File: src/rtl/ln_stream_packer.sv
// ln_stream_packer: collects a row-major element stream into the flattened
// SEQ_LEN x EMB_DIM tensor bus of the layer-norm engine, pulses start once the
// tensor is complete and holds the bus until the engine reports done.
// Optional framing check on s_last: define LN_PACK_LAST_CHECK_EN.
module ln_stream_packer #(
    parameter int unsigned DATA_WIDTH = 16,
    parameter int unsigned SEQ_LEN    = 8,
    parameter int unsigned EMB_DIM    = 8
) (
    input  logic                                  clk,
    input  logic                                  rst_n,
    input  logic                                  s_valid,
    output logic                                  s_ready,
    input  logic [DATA_WIDTH-1:0]                 s_data,
    input  logic                                  s_last,
    output logic [DATA_WIDTH*SEQ_LEN*EMB_DIM-1:0] x_in,
    output logic                                  start,
    input  logic                                  done,
    output logic                                  busy,
    output logic                                  err_last
);

    localparam int unsigned RowW     = (SEQ_LEN > 1) ? $clog2(SEQ_LEN) : 1;
    localparam int unsigned ColW     = (EMB_DIM > 1) ? $clog2(EMB_DIM) : 1;
    localparam int unsigned NumSlots = SEQ_LEN * EMB_DIM;
    localparam int unsigned SlotW    = (NumSlots > 1) ? $clog2(NumSlots) : 1;

    typedef enum logic [1:0] {
        S_FILL  = 2'd0,
        S_START = 2'd1,
        S_WAIT  = 2'd2
    } state_t;

    state_t                                r_state;
    state_t                                w_state_next;
    logic [RowW-1:0]                       r_row;
    logic [ColW-1:0]                       r_col;
    logic [DATA_WIDTH*NumSlots-1:0]        r_x_in;
    logic                                  w_xfer;
    logic                                  w_col_last;
    logic                                  w_final;
    logic                                  w_early_last;
    logic [SlotW-1:0]                      w_slot;

    assign s_ready    = (r_state == S_FILL);
    assign start      = (r_state == S_START);
    assign busy       = (r_state == S_WAIT);
    assign x_in       = r_x_in;

    assign w_xfer     = s_valid && s_ready;
    assign w_col_last = (r_col == ColW'(EMB_DIM - 1));
    assign w_final    = w_col_last && (r_row == RowW'(SEQ_LEN - 1));
    assign w_slot     = SlotW'(r_row) * SlotW'(EMB_DIM) + SlotW'(r_col);

`ifdef LN_PACK_LAST_CHECK_EN
    logic r_err_last;

    // s_last ahead of the final slot aborts the partial tensor
    assign w_early_last = w_xfer && s_last && !w_final;
    assign err_last     = r_err_last;

    // Sticky framing error: s_last early, or missing on the final element
    always_ff @(posedge clk or negedge rst_n) begin
        if (!rst_n) begin
            r_err_last <= 1'b0;
        end else if (w_xfer && (s_last != w_final)) begin
            r_err_last <= 1'b1;
        end
    end
`else
    logic w_unused_last;

    assign w_unused_last = s_last;
    assign w_early_last  = 1'b0;
    assign err_last      = 1'b0;
`endif

    // Next-state decode
    always_comb begin
        w_state_next = r_state;
        unique case (r_state)
            S_FILL:  if (w_xfer && w_final) w_state_next = S_START;
            S_START: w_state_next = S_WAIT;
            S_WAIT:  if (done) w_state_next = S_FILL;
            default: w_state_next = S_FILL;
        endcase
    end

    // State register
    always_ff @(posedge clk or negedge rst_n) begin
        if (!rst_n) begin
            r_state <= S_FILL;
        end else begin
            r_state <= w_state_next;
        end
    end

    // Row/column position of the next element; wraps to 0 on hand-off or abort
    always_ff @(posedge clk or negedge rst_n) begin
        if (!rst_n) begin
            r_row <= '0;
            r_col <= '0;
        end else if (w_xfer) begin
            if (w_final || w_early_last) begin
                r_row <= '0;
                r_col <= '0;
            end else if (w_col_last) begin
                r_col <= '0;
                r_row <= r_row + RowW'(1);
            end else begin
                r_col <= r_col + ColW'(1);
            end
        end
    end

    // Tensor bus: only the addressed slot is written, everything else holds
    always_ff @(posedge clk or negedge rst_n) begin
        if (!rst_n) begin
            r_x_in <= '0;
        end else if (w_xfer && !w_early_last) begin
            r_x_in[w_slot*DATA_WIDTH +: DATA_WIDTH] <= s_data;
        end
    end

endmodule
File: config.mk
export PLATFORM = sky130hd
export DESIGN_NAME = ln_stream_packer
export DESIGN_NICKNAME = d
export VERILOG_FILES = /design/src/rtl/ln_stream_packer.sv
export SDC_FILE = /design/constraint.sdc
export NUM_CORES = 2
export LEC_CHECK = 0
export ABC_CLOCK_PERIOD_IN_PS = 4600
export CAP_MARGIN = 20
export CORE_AREA = 2 2 405 407
export DETAILED_ROUTE_END_ITERATION = 12
export DIE_AREA = 0 0 407 409
export PLACE_DENSITY_LB_ADDON = 0.08
export SETUP_SLACK_MARGIN = 0.4
export SYNTH_ARGS = -nofsm -noshare
export SYNTH_HDL_FRONTEND = slang
export SYNTH_SLANG_ARGS = --single-unit
export TNS_END_PERCENT = 1
File: constraint.sdc
create_clock -name clk -period 4.6 [get_ports clk]
set_input_delay 0.92 -clock clk [delete_from_list [all_inputs] [get_ports clk]]
set_output_delay 0.92 -clock clk [all_outputs]
set_load 0.01 [all_outputs]
### Word-level counts from Yosys, hierarchy flattened

Cells that the tools add are included.
W data, S select, Z words.

* flip-flop bits (word level): 1032
* input bits: 21
* output and inout port bits: 1028
* word-level logic and storage cells: 31

* add/subtract/negate cells: 4
* equality and inequality tests: 6
* shifts and indexed selects: 2
* mux-type cells: 8
* reductions and logical operators: 7

Operators with widths (number)
* $bwmux W1024: 1
* $shift A16 B34 Y1024 const A: 1
* $shiftx A16 B34 Y1024: 1
* $neg A10 Y34: 1
* $mux W3: 4
* $add A3 B1 Y3 const B: 2
* $add A6 B3 Y6: 1
* $eq A3 B3 Y1 const B: 2
* $pmux W2 S3: 1
* $mux W2: 2
* $reduce_and A2 Y1: 2
* $logic_and A1 B1 Y1: 3
* $eq A2 B1 Y1 const B: 1
* $eq A2 B2 Y1 const B: 1
* $logic_not A2 Y1: 1
* $ne A2 B1 Y1 const B: 1
* $ne A2 B2 Y1 const B: 1
* $reduce_bool A2 Y1: 1

### Depth between registers and ports, before layout

* word-level depth: 5
* gate-level depth with buffers: 14
* mapped depth without buffers: 9

### Worst setup path before layout

Ideal clock, no wire load.

* path type: register to register
* start point: reg r_row[0]
* end point: reg r_x_in[854], in the netlist x_in[854]
* setup time: 0.125 ns
* arrival: 3.087 ns
* data required time: 4.475 ns
* setup slack: 1.389 ns
* cell stages (with the launch flop): 13
* buffers on the path: 3
* clock period less this slack: 3.211 ns
* cells stage by stage: dfrtp_1 -> buf_2 -> inv_1 -> ha_1 -> and2_1 -> ha_1 -> or4b_4 -> nor2_8 -> nand2_1 -> clkbuf_1 -> nor2_1 -> buf_2 -> mux2_2

* longest elaborated chain between the ends: 4
* elaborated cells between the ends (all ways): 5
* classes of those cells: add/sub (2); shift (2); mux (1)

RTL lines
* start: declaration: line 36 `logic [RowW-1:0] r_row;`
* start signal: assignment: line 109 `r_row <= r_row + RowW'(1);`
* $add A6 B3 Y6 *: line 53 `assign w_slot = SlotW'(r_row) * SlotW'(EMB_DIM) + SlotW'(r_col);`
* $neg A10 Y34 *: line 121 `r_x_in[w_slot*DATA_WIDTH +: DATA_WIDTH] <= s_data;`
* $shiftx A16 B34 Y1024 / $shift A16 B34 Y1024 (equally long branches): line 121
* $bwmux W1024 *: line 121
* end signal: indexed assignment: line 121
* end: declaration: line 38 `logic [DATA_WIDTH*NumSlots-1:0] r_x_in;`

Every way passes the cells marked *; elsewhere a longest branch is shown, timed or not.
A chain may end at the register's enable or synchronous reset.

### Final worst setup path

* start point: reg r_col[2]
* end point: reg r_x_in[139], in the netlist x_in[139]

* longest elaborated chain between the ends: 4
* elaborated cells between the ends (all ways): 5
* classes of those cells: add/sub (2); shift (2); mux (1)

RTL lines
* start: declaration: line 37 `logic [ColW-1:0] r_col;`
* start signal: assignment: line 111 `r_col <= r_col + ColW'(1);`
* $add A6 B3 Y6 *: line 53
* $neg A10 Y34 *: line 121
* $shiftx A16 B34 Y1024 / $shift A16 B34 Y1024 (equally long branches): line 121
* $bwmux W1024 *: line 121

Marks and branches as above.

==> out/metrics.yaml <==
cts_buffers: 119
setup_tns_ns: 0
skew_ns: 0.0221
fp.coreArea_um2: 162000
grt_pass1_vias: 31900
vdd.ir_drop.worst_uv: 318
final_hold_viol_count: 0
timing_worst_setup_path_type: "reg2reg"
holdBufCountCts: 0
synth_edf_count: 0
grt_pass1_wl_um: 269000
clock_tree.buffer_depth: 3
period_share_pct: 82.6
power_mw: 29.2
vias: 31500
async_flop_share_pct: 100
path_max_fanout: 18
drtIter0Drc: 1740
cp.required_ns: 5.23
period_needed_ns: 3.80
synth-seq-cells: 1032
overflow: 0
cts_sinks: 1032
final_layout_size_suffix_gt1_share_pct: 14.9
grt_max_degree: 116
gp_congestion: 0.798
r2r_slack_ns: 0.80
max_slew.worst_pin.slew_ns: 1.11
wl_per_cell_um: 28.3
synth_cells: 3590
mostFrequentLayoutCells: "1032 x dfrtp_1, 1029 x clkdlybuf4s50_1, 770 x nand2_1"
status: "finished, final reports clean"
crit_arrival_ns: 4.43
die_height_um: 409
min_path_type: "in2async"
die_area_um2: 166000
post_cts_buffers: 0
synth_cell_type_count: 57
powerDensity_nw_per_um2: 508
cap_violations: 0
clockRootBuffer: "clkbuf_16"
slew_headroom_pct: 26.0
synth_fp_nets: 3618
rows: 148
nets: 4654
leakagePower_nw: 25.1
cts.repair.resized: 0
r2r.worst_path.cells: 10
cp-end-kind: "register"
start_util_pct: 24.8
cts_tree: "yes"
die_x_um: 407
syn_to_final_growth_pct: 43.3
final_common_cell: "dfrtp_1"
finalCoreUtilization_pct: 35.5
htreeDepth: 3
synthFlopType: "dfrtp_1"
netlist_area_um2: 40200
drc: 0
clkSlewWorstSetupHoldPaths_ns: 0.06
rsz0062_at_grt: "no"
port-buffer-count: 1046
ant_nets: 0
antenna_found_initial: 7
setup_violations: 0
startpoint_type: "register"
ios: 1049
insertion_delay_ns: 0.75
totalWireLength_um: 196000
slew_viol_final: 0
vias_per_cell: 4.57
yosys_warnings: 0
fmax_mhz: 263
track_usage_pct: 23.0
dr.pass1.iters: 7
avgSynthCellArea_um2: 11.2
dp_hpwl_um: 142000
n_fill_cell: 16400
yosysSeqAreaShare_pct: 64.3
worst max-delay path, cell delays in order, from the launching register on:
cell	delay, ns
dfrtp_1	0.36
buf_4	0.19
nor3_2	0.43
and2_1	0.20
ha_1	0.38
inv_1	0.25
nor2_4	0.45
nand2_1	0.50
nor2_1	0.22
buf_4	0.30
mux2_2	0.37
through the flow:
stage                     setup WS, ns  instance area, um^2  std cells  hold WS, ns
final                            0.799                57600       6903        0.245
after global routing             0.501                57600       6899        0.233
after CTS                        0.787                57500       6897        0.213
after detailed placement         0.597                53600       6678        0.466
after global placement           0.604                53600       6678        0.460
after floorplan                   1.39                40200       3590        0.511
layout make-up:
type / instances / area [um^2] / area share [%]
antenna: 4 / 10.0 / 0.0174
clock buffer: 187 / 3620 / 6.28
clock inverter: 32 / 333 / 0.578
inverter: 56 / 210 / 0.365
multi-input combinational: 2226 / 13200 / 22.9
sequential: 1032 / 25800 / 44.9
tap: 2175 / 2720 / 4.73
timing repair buffer: 1191 / 11600 / 20.2
power breakdown:
group	switching [mW]	internal (mW)
combinational	5.82	3.02
sequential	0.615	10.1
clock	4.05	5.60
state kept, by name, indices dropped and copies added (netlist names):
register  cells
r_row         3
r_state       2
r_col         3
x_in       1024
cell usage after synthesis, types with 2 or more instances:
master / n / share of area (%)
dfrtp_1: 1032 / 64
nand2_1: 772 / 7.2
o21ai_0: 600 / 7.5
mux2_2: 289 / 8.1
clkbuf_1: 225 / 2.1
o31ai_1: 191 / 3.6
nor2_1: 129 / 1.2
inv_1: 56 / 0.52
mux2i_1: 51 / 1.3
nand3_1: 40 / 0.50
buf_2: 32 / 0.40
nand2b_1: 14 / 0.22
nand4_1: 14 / 0.22
buf_1: 13 / 0.12
o211ai_1: 13 / 0.24
nor3_1: 12 / 0.15
or2_2: 11 / 0.17
mux2_4: 10 / 0.37
ha_1: 7 / 0.22
and2_0: 6 / 0.093
nor3_2: 5 / 0.12
o2111ai_1: 5 / 0.11
nor2b_1: 4 / 0.062
o21ai_1: 4 / 0.050
o41ai_1: 4 / 0.087
a21o_1: 3 / 0.056
buf_4: 3 / 0.056
nand3_2: 3 / 0.075
nor4b_1: 3 / 0.065
or4_1: 3 / 0.056
xnor2_1: 3 / 0.065
a21oi_1: 2 / 0.025
and3_1: 2 / 0.031
buf_6: 2 / 0.056
nor2_2: 2 / 0.031
o21a_1: 2 / 0.037
or3_1: 2 / 0.031
xor2_1: 2 / 0.044
path summary, 6_finish.rpt:
| check | startpoint | end |
|---|---|---|
| setup / recovery | r_col[2]$_DFFE_PN0P_ | x_in[139]$_DFFE_PN0P_ |
| hold / removal | rst_n | x_in[930]$_DFFE_PN0P_ |
| setup reg to reg | r_col[2]$_DFFE_PN0P_ | x_in[139]$_DFFE_PN0P_ |
| hold reg to reg | x_in[68]$_DFFE_PN0P_ | x_in[68]$_DFFE_PN0P_ |
| max in group asynchronous | rst_n | x_in[19]$_DFFE_PN0P_ |
| min in group clk | x_in[68]$_DFFE_PN0P_ | x_in[68]$_DFFE_PN0P_ |
routing by layer:
metal,share of wire [%],track usage [%],up-vias
met5,0.0056,0,-
met4,3.8,8.05,2
met3,8.8,8.42,255
met2,47,37.5,1000
met1,40,27.8,15900
li1,-,-,14400
cells by family after synthesis:
| family | synth area share (%) |
|---|---|
| compound gates | 11.9 |
| xor+xnor | 0.109 |
| fa+ha+maj | 0.218 |
| buf+inv | 3.27 |
| flops | 64.3 |
| mux | 9.75 |
| other cells | 0.00934 |
| simple gates | 10.5 |
Note: power is estimated with default switching activity, not from simulation.
